`src/rtl/maj_net_pkg.sv`:
```
// ----------------------------------------------------------------------------
// maj_net_pkg
//   Shared types and helpers for the programmable MAJ3 network evaluator.
//   - sel_w()      : operand select width for a given input/node count
//   - operand_t    : one node operand, {inv, sel}
//   - node_cfg_t   : one node table entry, {op_c, op_b, op_a}
//   - state_t      : evaluator FSM state
//   - SEL_CONST0   : select code for the constant-0 operand
//   The struct widths follow the default network size (7 inputs, 6 nodes).
// ----------------------------------------------------------------------------
package maj_net_pkg;

    localparam int N_IN_DEF    = 7;
    localparam int N_NODES_DEF = 6;

    // Select codes: 0 = constant, then inputs, then node values.
    function automatic int sel_w(input int n_in, input int n_nodes);
        return $clog2(1 + n_in + n_nodes);
    endfunction

    localparam int SEL_W_DEF = sel_w(N_IN_DEF, N_NODES_DEF);

    localparam logic [SEL_W_DEF-1:0] SEL_CONST0 = '0;

    typedef struct packed {
        logic                 inv;
        logic [SEL_W_DEF-1:0] sel;
    } operand_t;

    typedef struct packed {
        operand_t op_c;
        operand_t op_b;
        operand_t op_a;
    } node_cfg_t;

    typedef enum logic [1:0] {
        IDLE = 2'd0,
        EVAL = 2'd1,
        DONE = 2'd2
    } state_t;

endpackage

```
`src/rtl/maj_net_eval_maj3_cell.sv`:
```
// ----------------------------------------------------------------------------
// maj3_cell
//   Combinational majority-of-three with optional per-input complement.
//   Ports:
//     a, b, c              operand values
//     inv_a, inv_b, inv_c  complement request per operand
//     y                    MAJ(a', b', c') = a'b' | a'c' | b'c'
//   Build option MAJ_INV_EN: when defined the inversion inputs complement
//   their operand; when undefined they are ignored and the cell is a plain
//   monotone majority gate.
// ----------------------------------------------------------------------------
module maj3_cell (
    input  logic a,
    input  logic b,
    input  logic c,
    input  logic inv_a,
    input  logic inv_b,
    input  logic inv_c,
    output logic y
);

    logic a_eff;
    logic b_eff;
    logic c_eff;

`ifdef MAJ_INV_EN
    assign a_eff = a ^ inv_a;
    assign b_eff = b ^ inv_b;
    assign c_eff = c ^ inv_c;
`else
    // Inversion bits are stored by the table but have no effect here.
    logic unused_inv;
    assign unused_inv = inv_a ^ inv_b ^ inv_c;
    assign a_eff = a;
    assign b_eff = b;
    assign c_eff = c;
`endif

    assign y = (a_eff & b_eff) | (a_eff & c_eff) | (b_eff & c_eff);

endmodule

```
`src/rtl/maj_net_eval.sv`:
```
// ----------------------------------------------------------------------------
// maj_net_eval
//   Sequential evaluator for a runtime-programmed network of MAJ3 nodes.
//   One node is evaluated per clock in table order; the result is offered on
//   a valid/ready output once all nodes are done.
//
//   Handshake: a transfer happens on a rising edge where valid and ready are
//   both high; the producer holds its data stable while valid is high and
//   ready is low. in_ready is high only in IDLE; out_valid is high only in
//   DONE, where out_data is held until out_ready.
//
//   Ports:
//     clk, rst_n   clock (rising edge), asynchronous active-low reset
//     in_valid     input vector valid
//     in_ready     evaluator idle and able to take a vector
//     in_x         input vector, bit i = x_i
//     out_valid    result valid
//     out_ready    result consumer ready
//     out_data     network output
//     cfg_we       config write strobe (honoured only in IDLE)
//     cfg_addr     0..N_NODES-1 = node entry, N_NODES = output select word
//     cfg_data     node entry {op_c, op_b, op_a}, operand = {inv, sel};
//                  for the output word only the low SEL_W+1 bits are used
//     cfg_err      one-cycle pulse when a config write is dropped
//     busy         FSM is not in IDLE
//
//   Build option MAJ_INV_EN: enables operand and output inversion bits.
// ----------------------------------------------------------------------------
module maj_net_eval
    import maj_net_pkg::*;
#(
    parameter  int N_IN    = N_IN_DEF,
    parameter  int N_NODES = N_NODES_DEF,
    localparam int SEL_W   = sel_w(N_IN, N_NODES),
    localparam int OP_W    = SEL_W + 1,
    localparam int ADDR_W  = $clog2(N_NODES + 1),
    localparam int IDX_W   = (N_NODES > 1) ? $clog2(N_NODES) : 1
) (
    input  logic              clk,
    input  logic              rst_n,
    input  logic              in_valid,
    output logic              in_ready,
    input  logic [N_IN-1:0]   in_x,
    output logic              out_valid,
    input  logic              out_ready,
    output logic              out_data,
    input  logic              cfg_we,
    input  logic [ADDR_W-1:0] cfg_addr,
    input  logic [3*OP_W-1:0] cfg_data,
    output logic              cfg_err,
    output logic              busy
);

    state_t             state_q,     state_d;
    logic [IDX_W-1:0]   idx_q,       idx_d;
    logic [N_IN-1:0]    x_q,         x_d;
    logic [N_NODES-1:0] val_q,       val_d;
    node_cfg_t          tbl_q [N_NODES];
    node_cfg_t          tbl_d [N_NODES];
    operand_t           out_cfg_q,   out_cfg_d;
    logic               out_valid_q, out_valid_d;
    logic               out_data_q,  out_data_d;
    logic               cfg_err_q,   cfg_err_d;

    // Operand decode. Node values not yet written this pass are still 0
    // (cleared on accept), so forward and self references read 0 for free.
    function automatic logic op_val(input logic [SEL_W-1:0]   sel,
                                    input logic [N_IN-1:0]    x,
                                    input logic [N_NODES-1:0] n);
        logic v;
        v = 1'b0;
        for (int i = 0; i < N_IN; i++) begin
            if (sel == SEL_W'(i + 1)) v = x[i];
        end
        for (int j = 0; j < N_NODES; j++) begin
            if (sel == SEL_W'(N_IN + 1 + j)) v = n[j];
        end
        return v;
    endfunction

    node_cfg_t cur_cfg;
    logic      opa_v, opb_v, opc_v;
    logic      node_y;
    logic      out_sel_v;

    assign cur_cfg = tbl_q[idx_q];

    always_comb begin
        opa_v = op_val(cur_cfg.op_a.sel, x_q, val_q);
        opb_v = op_val(cur_cfg.op_b.sel, x_q, val_q);
        opc_v = op_val(cur_cfg.op_c.sel, x_q, val_q);
    end

    maj3_cell u_cell (
        .a     (opa_v),
        .b     (opb_v),
        .c     (opc_v),
        .inv_a (cur_cfg.op_a.inv),
        .inv_b (cur_cfg.op_b.inv),
        .inv_c (cur_cfg.op_c.inv),
        .y     (node_y)
    );

`ifndef MAJ_INV_EN
    logic unused_out_inv;
    assign unused_out_inv = out_cfg_q.inv;
`endif

    always_comb begin
        state_d     = state_q;
        idx_d       = idx_q;
        x_d         = x_q;
        val_d       = val_q;
        tbl_d       = tbl_q;
        out_cfg_d   = out_cfg_q;
        out_valid_d = out_valid_q;
        out_data_d  = out_data_q;
        cfg_err_d   = 1'b0;
        out_sel_v   = 1'b0;

        case (state_q)
            IDLE: begin
                if (in_valid) begin
                    x_d     = in_x;
                    val_d   = '0;
                    idx_d   = '0;
                    state_d = EVAL;
                end
            end
            EVAL: begin
                val_d[idx_q] = node_y;
                if (idx_q == IDX_W'(N_NODES - 1)) begin
                    // The output may select the node written on this same
                    // edge, so decode from the next-state node values.
                    out_sel_v = op_val(out_cfg_q.sel, x_q, val_d);
`ifdef MAJ_INV_EN
                    out_data_d = out_sel_v ^ out_cfg_q.inv;
`else
                    out_data_d = out_sel_v;
`endif
                    out_valid_d = 1'b1;
                    state_d     = DONE;
                end else begin
                    idx_d = idx_q + IDX_W'(1);
                end
            end
            DONE: begin
                if (out_ready) begin
                    out_valid_d = 1'b0;
                    state_d     = IDLE;
                end
            end
            default: begin
                state_d = IDLE;
            end
        endcase

        // A write on the accepting edge lands before the first node is
        // evaluated, so that vector already sees the new table.
        if (cfg_we) begin
            if (state_q != IDLE || cfg_addr > ADDR_W'(N_NODES)) begin
                cfg_err_d = 1'b1;
            end else if (cfg_addr == ADDR_W'(N_NODES)) begin
                out_cfg_d = operand_t'(cfg_data[OP_W-1:0]);
            end else begin
                for (int i = 0; i < N_NODES; i++) begin
                    if (cfg_addr == ADDR_W'(i)) tbl_d[i] = node_cfg_t'(cfg_data);
                end
            end
        end
    end

    always_ff @(posedge clk or negedge rst_n) begin
        if (!rst_n) begin
            state_q     <= IDLE;
            idx_q       <= '0;
            x_q         <= '0;
            val_q       <= '0;
            for (int i = 0; i < N_NODES; i++) tbl_q[i] <= '0;
            out_cfg_q   <= '0;
            out_valid_q <= 1'b0;
            out_data_q  <= 1'b0;
            cfg_err_q   <= 1'b0;
        end else begin
            state_q     <= state_d;
            idx_q       <= idx_d;
            x_q         <= x_d;
            val_q       <= val_d;
            tbl_q       <= tbl_d;
            out_cfg_q   <= out_cfg_d;
            out_valid_q <= out_valid_d;
            out_data_q  <= out_data_d;
            cfg_err_q   <= cfg_err_d;
        end
    end

    assign in_ready  = (state_q == IDLE);
    assign busy      = (state_q != IDLE);
    assign out_valid = out_valid_q;
    assign out_data  = out_data_q;
    assign cfg_err   = cfg_err_q;

endmodule

```
`config.mk`:
```
export PLATFORM = sky130hd
export DESIGN_NAME = maj_net_eval
export DESIGN_NICKNAME = d
export VERILOG_FILES = /design/src/rtl/maj_net_pkg.sv /design/src/rtl/maj_net_eval_maj3_cell.sv /design/src/rtl/maj_net_eval.sv
export SDC_FILE = /design/constraint.sdc
export NUM_CORES = 1
export LEC_CHECK = 0
export ABC_AREA = 1
export BUFFER_PORTS_ARGS = -buffer_cell sky130_fd_sc_hd__buf_4
export CAP_MARGIN = 20
export CORE_UTILIZATION = 40
export CTS_CLUSTER_DIAMETER = 120
export DETAILED_ROUTE_END_ITERATION = 16
export PLACE_DENSITY = 0.64
export SLEW_MARGIN = 20
export SYNTH_ARGS = -nofsm -noshare
export SYNTH_HDL_FRONTEND = slang
export SYNTH_SLANG_ARGS = --single-unit
```
`constraint.sdc`:
```
create_clock -name clk -period 2.9 [get_ports clk]
set_input_delay 0.29 -clock clk [delete_from_list [all_inputs] [get_ports clk]]
set_output_delay 0.29 -clock clk [all_outputs]
set_load 0.02 [all_outputs]
```
==> impl_summary.md, run 1 <==
Logic synthesis
The number of cells produced by synthesis is 716. The library cell with the highest instance count after synthesis is nand2_1. In the post-synthesis netlist, the biggest area contributors are dfrtp_1 46%, nand2_1 16%, o21ai_0 7.9%.

The cell area after synthesis is 0.005304 mm^2. The top cell type by area accounts for 45.77% of the synthesized area. The async set-or-reset flop fraction in the synthesized netlist is 100.0%.

The count of state elements after synthesis is 97. The sequential fraction of the synthesis area is 45.77%. Ranked by instance count, the synthesized netlist is headed by 221 x nand2_1, 97 x dfrtp_1, 84 x o21ai_0.

The number of distinct library cells after synthesis is 39. The number of enable-type register cells in the synthesized netlist is 0. Yosys printed 0 warnings.

The number of nets in the synthesized netlist is 748. A synthesized cell averages 7.408 um^2. The dominant synthesized flop cell is dfrtp_1. Summed over all instances, the cell type with the most area after synthesis is dfrtp_1.

STA
Setup repair after global routing could not meet its margin everywhere. The headroom to the max-slew limit is 52.00%. The total count of hold-check failures in the final report was 7.

The setup slack of the critical path after layout is 0.1282 ns. The number of pins exceeding their max-slew limit in the final report is 0. The clock arrives with 0.008410 ns of skew. Hold timing on the final database bottoms out at a slack of -0.009052 ns.

The final setup violation count is 0. The final period demand of the worst path is 2.772 ns. The slew of the pin with the lowest slew margin is 0.7201 ns. The fmax is 0.3608 GHz. The part of the cycle the worst path needs is 95.58%.

Floorplan
The die is 117.2 um tall. The standard cell core area is 0.01277 mm^2. The die extent in x is 117.2 um. The number of cell rows is 41.

35 I/O pins were placed. The initial utilization of the core area, before any placement, comes to 41.52%. The total die area is 0.01372 mm^2.

Routing
The total wire length is 15120 um. The total vias in the final route is 5027. The average routed wire per standard cell is 15.75 um. The number of DRC markers in iteration 0 is 424. The first TritonRoute pass finished after 5 iterations. The number of nets with antenna violations after routing is 0. The number of DRC violations after detailed routing is 0. The number of vias per cell after detailed routing is 5.236.

Power
The worst-case IR drop observed on VDD is 477.3 uV. For this design the ratio of total power to cell area is 1277 mW/mm^2. The leakage power figure is 3.268 nW.

GRT
The first global-routing pass estimated 23450 um of wire. The overall overflow remaining after global route is 0. For this run, the total global-route usage over all layers was measured as 23.18%. The number of antenna violations at the first check in global routing is 0. The via count of the first global-routing pass is 4498.

Entering global routing, the biggest net connects 55 pins.

Clock tree
The number of levels the H-tree was split into is 3. TritonCTS built the clock tree. After clock tree synthesis, the clock-pin slew on the worst setup and hold paths is 0.07 ns. The cell sitting at the root of the clock tree is a clkbuf_16. The maximum buffer depth of the clock tree is 2. Buffers inserted to repair hold after CTS numbered 0.

The clock insertion delay at the later pin of the skew report is 0.35 ns. The total clock buffers created by CTS is 9. The count of clock tree sinks is 97.

Setup path
The worst-path maximum fanout is 6. STA classifies the critical path startpoint as a flip-flop. The worst reg-to-reg setup slack is 0.13 ns. For the worst setup path, the data arrival time is 3.02 ns.

At the worst endpoint, the required time is 3.15 ns. The startpoint identified for the worst register-to-register timing path is idx_q[2]. The critical setup path kind is flip-flop to flip-flop. Tracing the worst setup path back leads to its startpoint at idx_q[2]. STA classifies the critical path endpoint as a flip-flop.

Layout
The final layout contains 817 nets. The share of post-route cells with drive strength above 1 is 23.73%. The number of antenna repair diodes is 0.

The layout overhead on the synthesized area is 24.89%.

Placement
The half-perimeter wire length after detailed placement is 10300 um. The count of port buffers added during placement is 31. The worst-case setup slack after placement is 0.006655 ns. Routability-driven placement finished with a final weighted congestion of 0.8990.

Run status
The final reports fail on negative hold slack. The run finished, with violations left.

Flow run
The max capacitance violation total is 0.

Min path
The kind of path behind the tightest hold check is primary input to async pin.
==> flip-flops by register name, indices dropped and copies added, names as in the netlist <==
name	count
val_q	6
idx_q	3
out_valid	1
out_data	1
out_cfg_q	4
cfg_err	1
state_q	2
x_q	7
tbl_q	72
==> cell usage in the layout, fill, tap and decap left out, types with 2 or more instances in the layout <==
master     synthesis  routed
o211ai_1           2       2
clkbuf_16          0       9
dfrtp_2            0       2
nand2_2            7      20
nor2_1            43      38
nor2_2             3       5
inv_1             76      74
ha_1               2       2
o21ai_0           84      83
nor4_1             2       2
buf_12             0       3
inv_2             11      10
nor3_1             6       6
clkinv_2           1       4
buf_4              2      69
bufinv_16          0       2
nand4_2            2       2
nand3_1           65      52
nand3_4            1       8
o21ai_1            5       5
nand2_4            1       7
a21oi_1           19      17
buf_8              0       2
o21ai_2            1       2
inv_4              1       4
nand4_1           12      12
or2_4              0       2
nand3_2            6      12
nor2_4             8      11
buf_6              5       7
nand2_1          221     202
o22ai_1            3       3
a21oi_2            2       4
dfrtp_1           97      95
==> cell type report <==
cell class	instances	area [um^2]
Timing Repair inverter	2	10.01
Multi-Input combinational cell	504	2630
Sequential cell	97	2430
Clock inverter	4	70.07
Clock buffer	10	229.0
Inverter	90	352.8
Tap cell	172	215.2
Timing Repair Buffer	81	686.9
Fill cell	1215	6150
==> metal layers <==
| layer | GRT usage [%] | vias up | wire [um] | share of wire [%] |
|---|---|---|---|---|
| met5 | 0 | - | 0 | 0 |
| met4 | 9.451 | 0 | 340 | 2.2 |
| met3 | 5.046 | 22 | 787 | 5.2 |
| met2 | 35.69 | 151 | 7159 | 47 |
| met1 | 31.75 | 2416 | 6829 | 45 |
| li1 | - | 2438 | - | - |
==> cells by family (layout without fill, tap and decap cells) <==
| logic type | count (synthesis) | in the layout | synth area share, % |
|---|---|---|---|
| xor gates and xnor gates | 1 | 1 | 0.1652 |
| adders and majority gates | 2 | 2 | 0.4717 |
| AOI/OAI and AO/OA | 120 | 120 | 11.89 |
| DFF | 97 | 97 | 45.77 |
| buffers and inverters | 115 | 187 | 9.153 |
| and+or+nand+nor | 381 | 381 | 32.55 |
==> final timing paths <==
kind | cells after the start | to
worst max-delay path | 23 | out_data
worst min-delay path | 1 | tbl_q[70]
worst max register to register | 23 | out_data
worst min register to register | 2 | tbl_q[72]
max in group asynchronous | 2 | idx_q[0]
min in group clk | 3 | x_q[1]
==> worst max-delay path, stage by stage, from the launching register on <==
cell      delay (ns)
dfrtp_2         0.44
clkinv_4        0.12
nor2_4          0.25
nand3_2         0.13
nand2_2         0.16
nor2_4          0.06
nand2_2         0.08
inv_4           0.04
nand2_1         0.05
nand2_1         0.05
inv_1           0.04
nand2_1         0.05
nand2_1         0.08
nand3_2         0.07
a21oi_2         0.18
nand2_2         0.09
nand3_4         0.16
nand3_2         0.12
nand3_2         0.08
nand2_2         0.05
o21ai_2         0.14
nand3_1         0.09
nand2_1         0.07
inv_1           0.03
==> what timing repair did <==
action                                 4_1_cts  5_1_grt
pin swaps                                    0       33
resized for setup                            1       79
gates cloned                                 0        2
endpoints found under the hold margin        0        0
buffers inserted                             0       21
setup endpoints to repair                    1        7
==> per-stage QoR <==
step | cell area, um^2 | power (W) | utilization [%] | std cells | TNS (ns)
floorplan | 5304 | 0.005133 | - | 716 | 0
global placement | 5851 | 0.006159 | 45.80 | 923 | 0
detailed placement | 5851 | 0.006299 | 45.80 | 923 | 0
CTS | 6152 | 0.007567 | 48.16 | 937 | 0
global route | 6624 | 0.009101 | 51.86 | 960 | -0.1108
finish | 6624 | 0.008457 | 51.86 | 960 | 0
==> power by group <==
part           switching [W]  internal [W]  leakage, nW  total, W
Clock               0.000501      0.000743        0.148   0.00124
Sequential          0.000456       0.00202         1.20   0.00247
Combinational        0.00290       0.00184         1.92   0.00474
No activity file was read; power rests on OpenSTA's default activity.
==> run 2: changes to the inputs <==
SLEW_MARGIN = not set   (was 20)
clock period = 3.07 ns   (was 2.9 ns; I/O delays follow)
==> impl_summary.md, run 2 (same netlist as run 1, synthesis figures left out) <==
Run status
The flow ran to the end, but the final reports show violations. The checks that failed: negative hold slack.

Min path
The worst hold path belongs to the class primary input to async pin.

Power
The switching power as a share of total power is 45.70% (+0.076 points). The design internal power is 0.003808 W (-17%). The worst-case vdd ir drop is 431.0 uV (-9.7%). The leakage power figure is 3.064 nW (-6.3%). The switching power of the nets is 0.003205 W (-17%). The clock share of power came to 16.6% (+1.9 points). The total chip power is 0.007012 W (-17%).

The sequential share of power is 32.9% (+3.7 points). The power density over cell area is 1153 mW/mm^2 (-9.7%). The share of total power in combinational logic is 50.5% (-5.6 points).

Clock tree
The maximum buffer depth of the clock tree is 2 (unchanged). The count of clock tree sinks is 97 (unchanged). The clock transition at the registers of the reported paths is 0.07 ns (about the same). The library cell used as clock root buffer is clkbuf_16. The clock insertion delay at the later pin of the skew report is 0.35 ns (about the same). TritonCTS built the clock tree.

The total clock buffers created by CTS was 9 (unchanged). The number of levels the H-tree was split into is 3 (unchanged).

Floorplan
The total die area is 0.01372 mm^2 (unchanged). The standard cell core area is 0.01277 mm^2 (unchanged). The initial standard-cell utilization of the core is 41.52% (unchanged). The vertical die dimension was 117.2 um (unchanged). The number of cell rows is 41 (unchanged). The number of ports placed on the die boundary came to 35 (unchanged). The die extent in x is 117.2 um (unchanged).

Layout
Leaving out fill and tap cells, the most frequent cells in the layout are 219 x nand2_1, 97 x dfrtp_1, 84 x o21ai_0, 76 x inv_1, 65 x nand3_1. The largest registers in the layout are tbl_q: 72 flops, x_q: 7 flops, val_q: 6 flops. The number of antenna repair diodes is 0 (unchanged). The final net count is 783 (-4.2%). The number of non-filler instances in the completed layout is 928 (-3.3%). The largest register by flop count is tbl_q. The layout overhead on the synthesized area is 14.67%.

The share of post-route cells with drive strength above 1 was 14.68% (-9.0 points). The flip-flop count of the largest register, all copies and words added is 72 (unchanged). The final cell utilization of the core is 47.61% (-4.2 points).

The leading cell type in the layout, fill and taps excluded is nand2_1.

Setup path
The cell family contributing the most delay on the critical path is simple AND/OR/NAND/NOR gates. The worst-path maximum fanout is 6 (unchanged). Traced cell by cell, the critical path runs through buf_4 > nor2_4 > inv_2 > nor2_1 > buf_4 > nand2_1 > nand3b_1 > nand2_2 > nor2_1 > nand2_1 > nand2_1 > nand4_1 > nand3_2 > nand3_1 > nand3_1 > nand3_1 > o21ai_1 > nand3_1 > nand2_1 > inv_1. The last element of the critical path is out_data.

The worst endpoint required time was 3.32 ns (+0.17 ns). The length in cells of the worst reg-to-reg path is 20 (-13%). In this run the worst setup path begins at idx_q[1]. The startpoint identified for the worst register-to-register timing path is idx_q[1]. The endpoint identified for the worst register-to-register timing path is out_data.

STA classifies the critical path endpoint as a flip-flop. The critical setup path kind is flip-flop to flip-flop. The critical path data arrival time is 3.03 ns (about the same). The sum of buffers and inverters on the critical path is 4 (unchanged). The worst reg-to-reg setup slack is 0.28 ns (+0.16 ns). For this design, the slowest cell found on the critical path is dfrtp_1.

The number of stages on the worst setup path is 20 (-13%). The critical path's largest stage delay is 0.42 ns (-0.02 ns). The critical path startpoint category is a flip-flop.

Routing
The wire length the detailed router placed on met1 is 6588 um (-3.5%). The met2 wire length is 6370 um (-11%). The total vias in the final route came to 4821 (-4.1%). The top metal layer carrying routed signals is met4. The met3 routed wirelength is 659 um (-16%).

The number of DRC violations after detailed routing was 0 (unchanged). The number of nets with antenna violations after routing is 0 (unchanged). The number of DRC markers in iteration 0 came to 414 (-2.4%). The number of iterations in the first detailed-routing pass is 5 (unchanged). The number of vias per cell after detailed routing is 5.195 (-0.79%). The average routed wire per standard cell came to 15.27 um (-3.0%). The total wire length is 14170 um (-6.2%).

STA
The part of the cycle the worst path needs is 90.75% (-4.8 points). The number of pins exceeding their max-slew limit in the final report came to 0 (unchanged). The headroom to the max-slew limit came to 42.13% (-9.9 points). The fmax is 0.3589 GHz (-0.51%). The tightest hold margin was -0.009014 ns (+0.00003731 ns).

The slew of the pin with the lowest slew margin is 0.8659 ns (+0.1459 ns). The final setup violation count is 0 (unchanged). The final period demand of the worst path was 2.786 ns (+0.01428 ns). The total negative setup slack is 0 ns (unchanged). The total count of hold-check failures in the final report is 4 (-3). The worst clock skew is 0.008896 ns (+0.0004861 ns). The setup slack of the critical path after layout was 0.2840 ns (+0.1557 ns).

Placement
The total placed cells including tap cells is 908 (-1.6%). The placer's final routability congestion estimate came to 0.8925 (-0.72%). The worst-case setup slack after placement is 0.2332 ns (+0.2266 ns). The count of port buffers added during placement is 31 (unchanged). The half-perimeter wire length after detailed placement is 10000 um (-2.9%).

GRT
The number of antenna violations at the first check in global routing was 0 (unchanged). The largest net degree at the start of global routing is 51 (-7.3%). The overall overflow remaining after global route is 0 (unchanged). The total routing usage reported by global routing is 22.71% (-0.47 points). The via count of the first global-routing pass came to 4635 (+3.0%).

The first-pass GRT wire length is 23180 um (-1.2%).

Flow run
The max capacitance violation total is 0 (unchanged).
## run 2: worst min path at each step
stage	from	end	slack, ns	cells after the start
2_1_floorplan	rst_n	cfg_err	0.01	0
3_3_place_gp	rst_n	out_valid	0.38	1
3_5_place_dp	rst_n	out_valid	0.39	1
4_1_cts	rst_n	out_valid	0.009	1
5_1_grt	rst_n	state_q[1]	0.05	1
6_report	rst_n	out_valid	-0.009	1
## run 2: area by class of cell
| type | instances | area [um^2] |
|---|---|---|
| tap | 172 | 215.2 |
| sequential | 97 | 2427 |
| inverter | 90 | 346.6 |
| clock inverter | 2 | 35.03 |
| timing repair buffer | 49 | 380.4 |
| multi-input combinational | 504 | 2404 |
| fill | 1247 | 6691 |
| clock buffer | 14 | 274.0 |
## run 2: metal layers
| layer | GRT usage [%] | vias to the layer above |
|---|---|---|
| met5 | 0 | - |
| li1 | - | 2374 |
| met3 | 3.193 | 36 |
| met2 | 35.25 | 125 |
| met4 | 12.74 | 0 |
| met1 | 30.61 | 2286 |
## run 2: per-stage QoR
stage	hold WS, ns	area [um^2]
floorplan	0.01141	5304
global placement	0.3754	5725
detailed placement	0.3876	5725
CTS	0.008664	6035
global route	0.04685	6082
finish	-0.009014	6082
## run 2: power by group through the flow
stage,clock (W),sequential (W),combinational (W)
global route,0.00124,0.00239,0.00401
finish,0.00116,0.00231,0.00354
CTS,0.00119,0.00230,0.00345
floorplan,0,0.00220,0.00265
detailed placement,0,0.00232,0.00343
global placement,0,0.00230,0.00333
## run 2: repair_timing
| action | CTS | global route |
|---|---|---|
| hold buffers | 0 | 0 |
| endpoints found under the setup margin | 0 | 1 |
| setup buffers | 0 | 4 |
| gates resized for setup | 0 | 7 |
==> run 3: changes to the inputs <==
CORE_UTILIZATION = 25   (was 40)
PLACE_DENSITY = 0.47   (was 0.64)
==> impl_summary.md, run 3 (same netlist as run 1, synthesis figures left out) <==
Run status
The run finished with clean final reports.

Placement
The half-perimeter wire length after detailed placement came to 11160 um (+12%). The placer's final routability congestion estimate is 0.8719 (-2.3%). The instance area after placement is 0.005973 mm^2 (+4.3%). The count of port buffers added during placement is 31 (unchanged). The total placed cells including tap cells is 1021 (+12%).

Power
The power density over cell area was 1164 mW/mm^2 (+0.98%). The clock share of power was 16.5% (about the same). The worst-case vdd ir drop was 384.7 uV (-11%).

The design internal power came to 0.004079 W (+7.1%). The switching power as a share of total power is 45.62% (-0.080 points). The switching power of the nets is 0.003422 W (+6.8%).

The sequential share of power is 30.9% (-2.0 points). The leakage power figure is 3.166 nW (+3.4%). The share of total power in combinational logic is 52.6% (+2.1 points).

STA
The fmax is 0.3637 GHz (+1.3%). The total negative setup slack was 0 ns (unchanged). The total count of hold-check failures in the final report is 0 (-4).

The number of pins exceeding their max-slew limit in the final report was 0 (unchanged). The tightest hold margin is 0.1501 ns (+0.1591 ns). The slew of the pin with the lowest slew margin was 0.7925 ns (-0.07347 ns). Setup repair after global routing left no endpoint under its margin. The final setup violation count was 0 (unchanged). The part of the cycle the worst path needs was 89.55% (-1.2 points). The headroom to the max-slew limit was 47.04% (+4.9 points). The worst clock skew came to 0.005179 ns (-0.003717 ns).

The final period demand of the worst path is 2.749 ns (-0.03672 ns).

Clock tree
The tree is rooted in a clkbuf_16. The number of levels the H-tree was split into was 3 (unchanged). TritonCTS built the clock tree. The total clock buffers created by CTS was 9 (unchanged).

The count of clock tree sinks is 97 (unchanged). The clock transition at the registers of the reported paths is 0.07 ns (about the same). The maximum buffer depth of the clock tree is 2 (unchanged).

The clock insertion delay at the later pin of the skew report is 0.35 ns (about the same).

Flow run
The max capacitance violation total was 0 (unchanged).

Floorplan
The initial standard-cell utilization of the core is 25.88% (-16 points). The standard cell core area came to 0.02049 mm^2 (+60%). The vertical die dimension was 147.7 um (+26%). The total die area came to 0.02180 mm^2 (+59%).

The number of cell rows was 52 (+27%). The die extent in x came to 147.7 um (+26%). The number of ports placed on the die boundary is 35 (unchanged).

Routing
In this run the top signal layer used is met4. The number of vias per cell after detailed routing is 4.430 (-15%). The total wire length came to 15550 um (+9.7%).

The met3 routed wirelength came to 326 um (-51%). The number of DRC markers in iteration 0 is 323 (-22%). The number of DRC violations after detailed routing is 0 (unchanged). The average routed wire per standard cell is 14.86 um (-2.7%). The total vias in the final route was 4634 (-3.9%).

The wire length the detailed router placed on met1 is 7678 um (+17%). The met2 wire length is 7329 um (+15%). The number of nets with antenna violations after routing is 0 (unchanged).

The number of iterations in the first detailed-routing pass is 5 (unchanged).

Layout
The number of antenna repair diodes was 0 (unchanged). The layout overhead on the synthesized area is 21.47%. The number of non-filler instances in the completed layout came to 1046 (+13%). The final cell utilization of the core is 31.43% (-16 points). The post-route cell area is 0.006442 mm^2 (+5.9%). The final net count is 803 (+2.6%).

The share of post-route cells with drive strength above 1 is 18.94% (+4.3 points). The flip-flop count of the largest register, all copies and words added is 72 (unchanged). The largest registers in the layout are tbl_q: 72 flops, x_q: 7 flops, val_q: 6 flops. In the layout the commonest cells are 213 x nand2_1, 94 x dfrtp_1, 83 x o21ai_0, 76 x inv_1, 64 x buf_4.

The leading cell type in the layout, fill and taps excluded is nand2_1. The register with the most flip-flops in the final layout is tbl_q.

Setup path
The worst setup path is launched from a flip-flop. The worst-path maximum fanout is 6 (unchanged). The worst setup path startpoint is idx_q[2]. The start of the worst register-to-register path is idx_q[2]. The critical path data arrival time came to 3.00 ns (-0.03 ns). The worst endpoint required time is 3.32 ns (about the same).

The nature of the critical path endpoint is a flip-flop. The critical setup path kind is flip-flop to flip-flop.

Min path
In this run the worst hold path is classified as primary input to flip-flop. The worst hold path begins at in_x[3].

GRT
The overall overflow remaining after global route is 0 (unchanged). The via count of the first global-routing pass was 4538 (-2.1%). The total routing usage reported by global routing is 15.19% (-7.5 points). The largest net degree at the start of global routing is 58 (+14%). The first-pass GRT wire length is 25160 um (+8.5%). The number of antenna violations at the first check in global routing came to 0 (unchanged).
## run 3: final timing paths
| kind | to | slack (ns) | cells past startpoint |
|---|---|---|---|
| worst max-delay path | out_data | 0.32 | 20 |
| worst max register to register | out_data | 0.32 | 20 |
| max in group asynchronous | idx_q[2] | 1.85 | 3 |
| min in group asynchronous | tbl_q[21] | 0.49 | 2 |
| worst min register to register | out_valid | 0.48 | 2 |
| worst min-delay path | x_q[3] | 0.15 | 3 |
## run 3: layout make-up
type / count / area (um^2)
clock buffers: 10 / 229.0
fillers: 2251 / 14050
multi-input cells: 504 / 2460
flip-flops and latches: 97 / 2431
inverters: 90 / 346.6
repair inverters: 1 / 5.005
repair buffers: 68 / 541.8
well taps: 270 / 337.8
clock inverters: 6 / 91.34
## run 3: routing by layer
layer,vias to the layer above,global-route usage (%)
met5,-,0
met1,2160,20.90
met4,0,5.103
met3,15,2.006
met2,53,24.50
li1,2406,-
## run 3: timing repair
action	4_1_cts	5_1_grt
setup endpoints to repair	0	5
resized for setup	0	29
buffers inserted	0	7
endpoints found under the hold margin	40	0
hold buffers	1	0
## run 3: metrics by stage
| stage | power [W] | setup WS (ns) |
|---|---|---|
| 2_1_floorplan | 0.004849 | 0.6499 |
| 3_3_place_gp | 0.006012 | 0.1395 |
| 3_5_place_dp | 0.006051 | 0.1383 |
| 4_1_cts | 0.007309 | 0.08928 |
| 5_1_grt | 0.008203 | 0.007738 |
| 6_report | 0.007501 | 0.3207 |
## run 3: worst max-delay path: stages, from the launching register on
cell and delay, ns:
dfrtp_2 0.44, buf_4 0.16, nor2_4 0.18, inv_2 0.09
nor2_2 0.16, buf_4 0.16, nand2_1 0.05, nand3b_1 0.21
nand2_2 0.12, nor2_2 0.12, nand2_1 0.06, nand2_1 0.07
nand4_1 0.13, nand3_4 0.18, nand3_2 0.09, nand3_1 0.07
nand2_1 0.05, o21ai_1 0.13, nand3_1 0.08, nand2_1 0.07
inv_1 0.03
## run 3: power by group through the flow
stage	logic [W]	clock network (W)	registers (W)
6_report	0.00395	0.00124	0.00232
5_1_grt	0.00449	0.00131	0.00240
4_1_cts	0.00374	0.00126	0.00231
3_5_place_dp	0.00372	0	0.00233
3_3_place_gp	0.00369	0	0.00232
2_1_floorplan	0.00265	0	0.00220
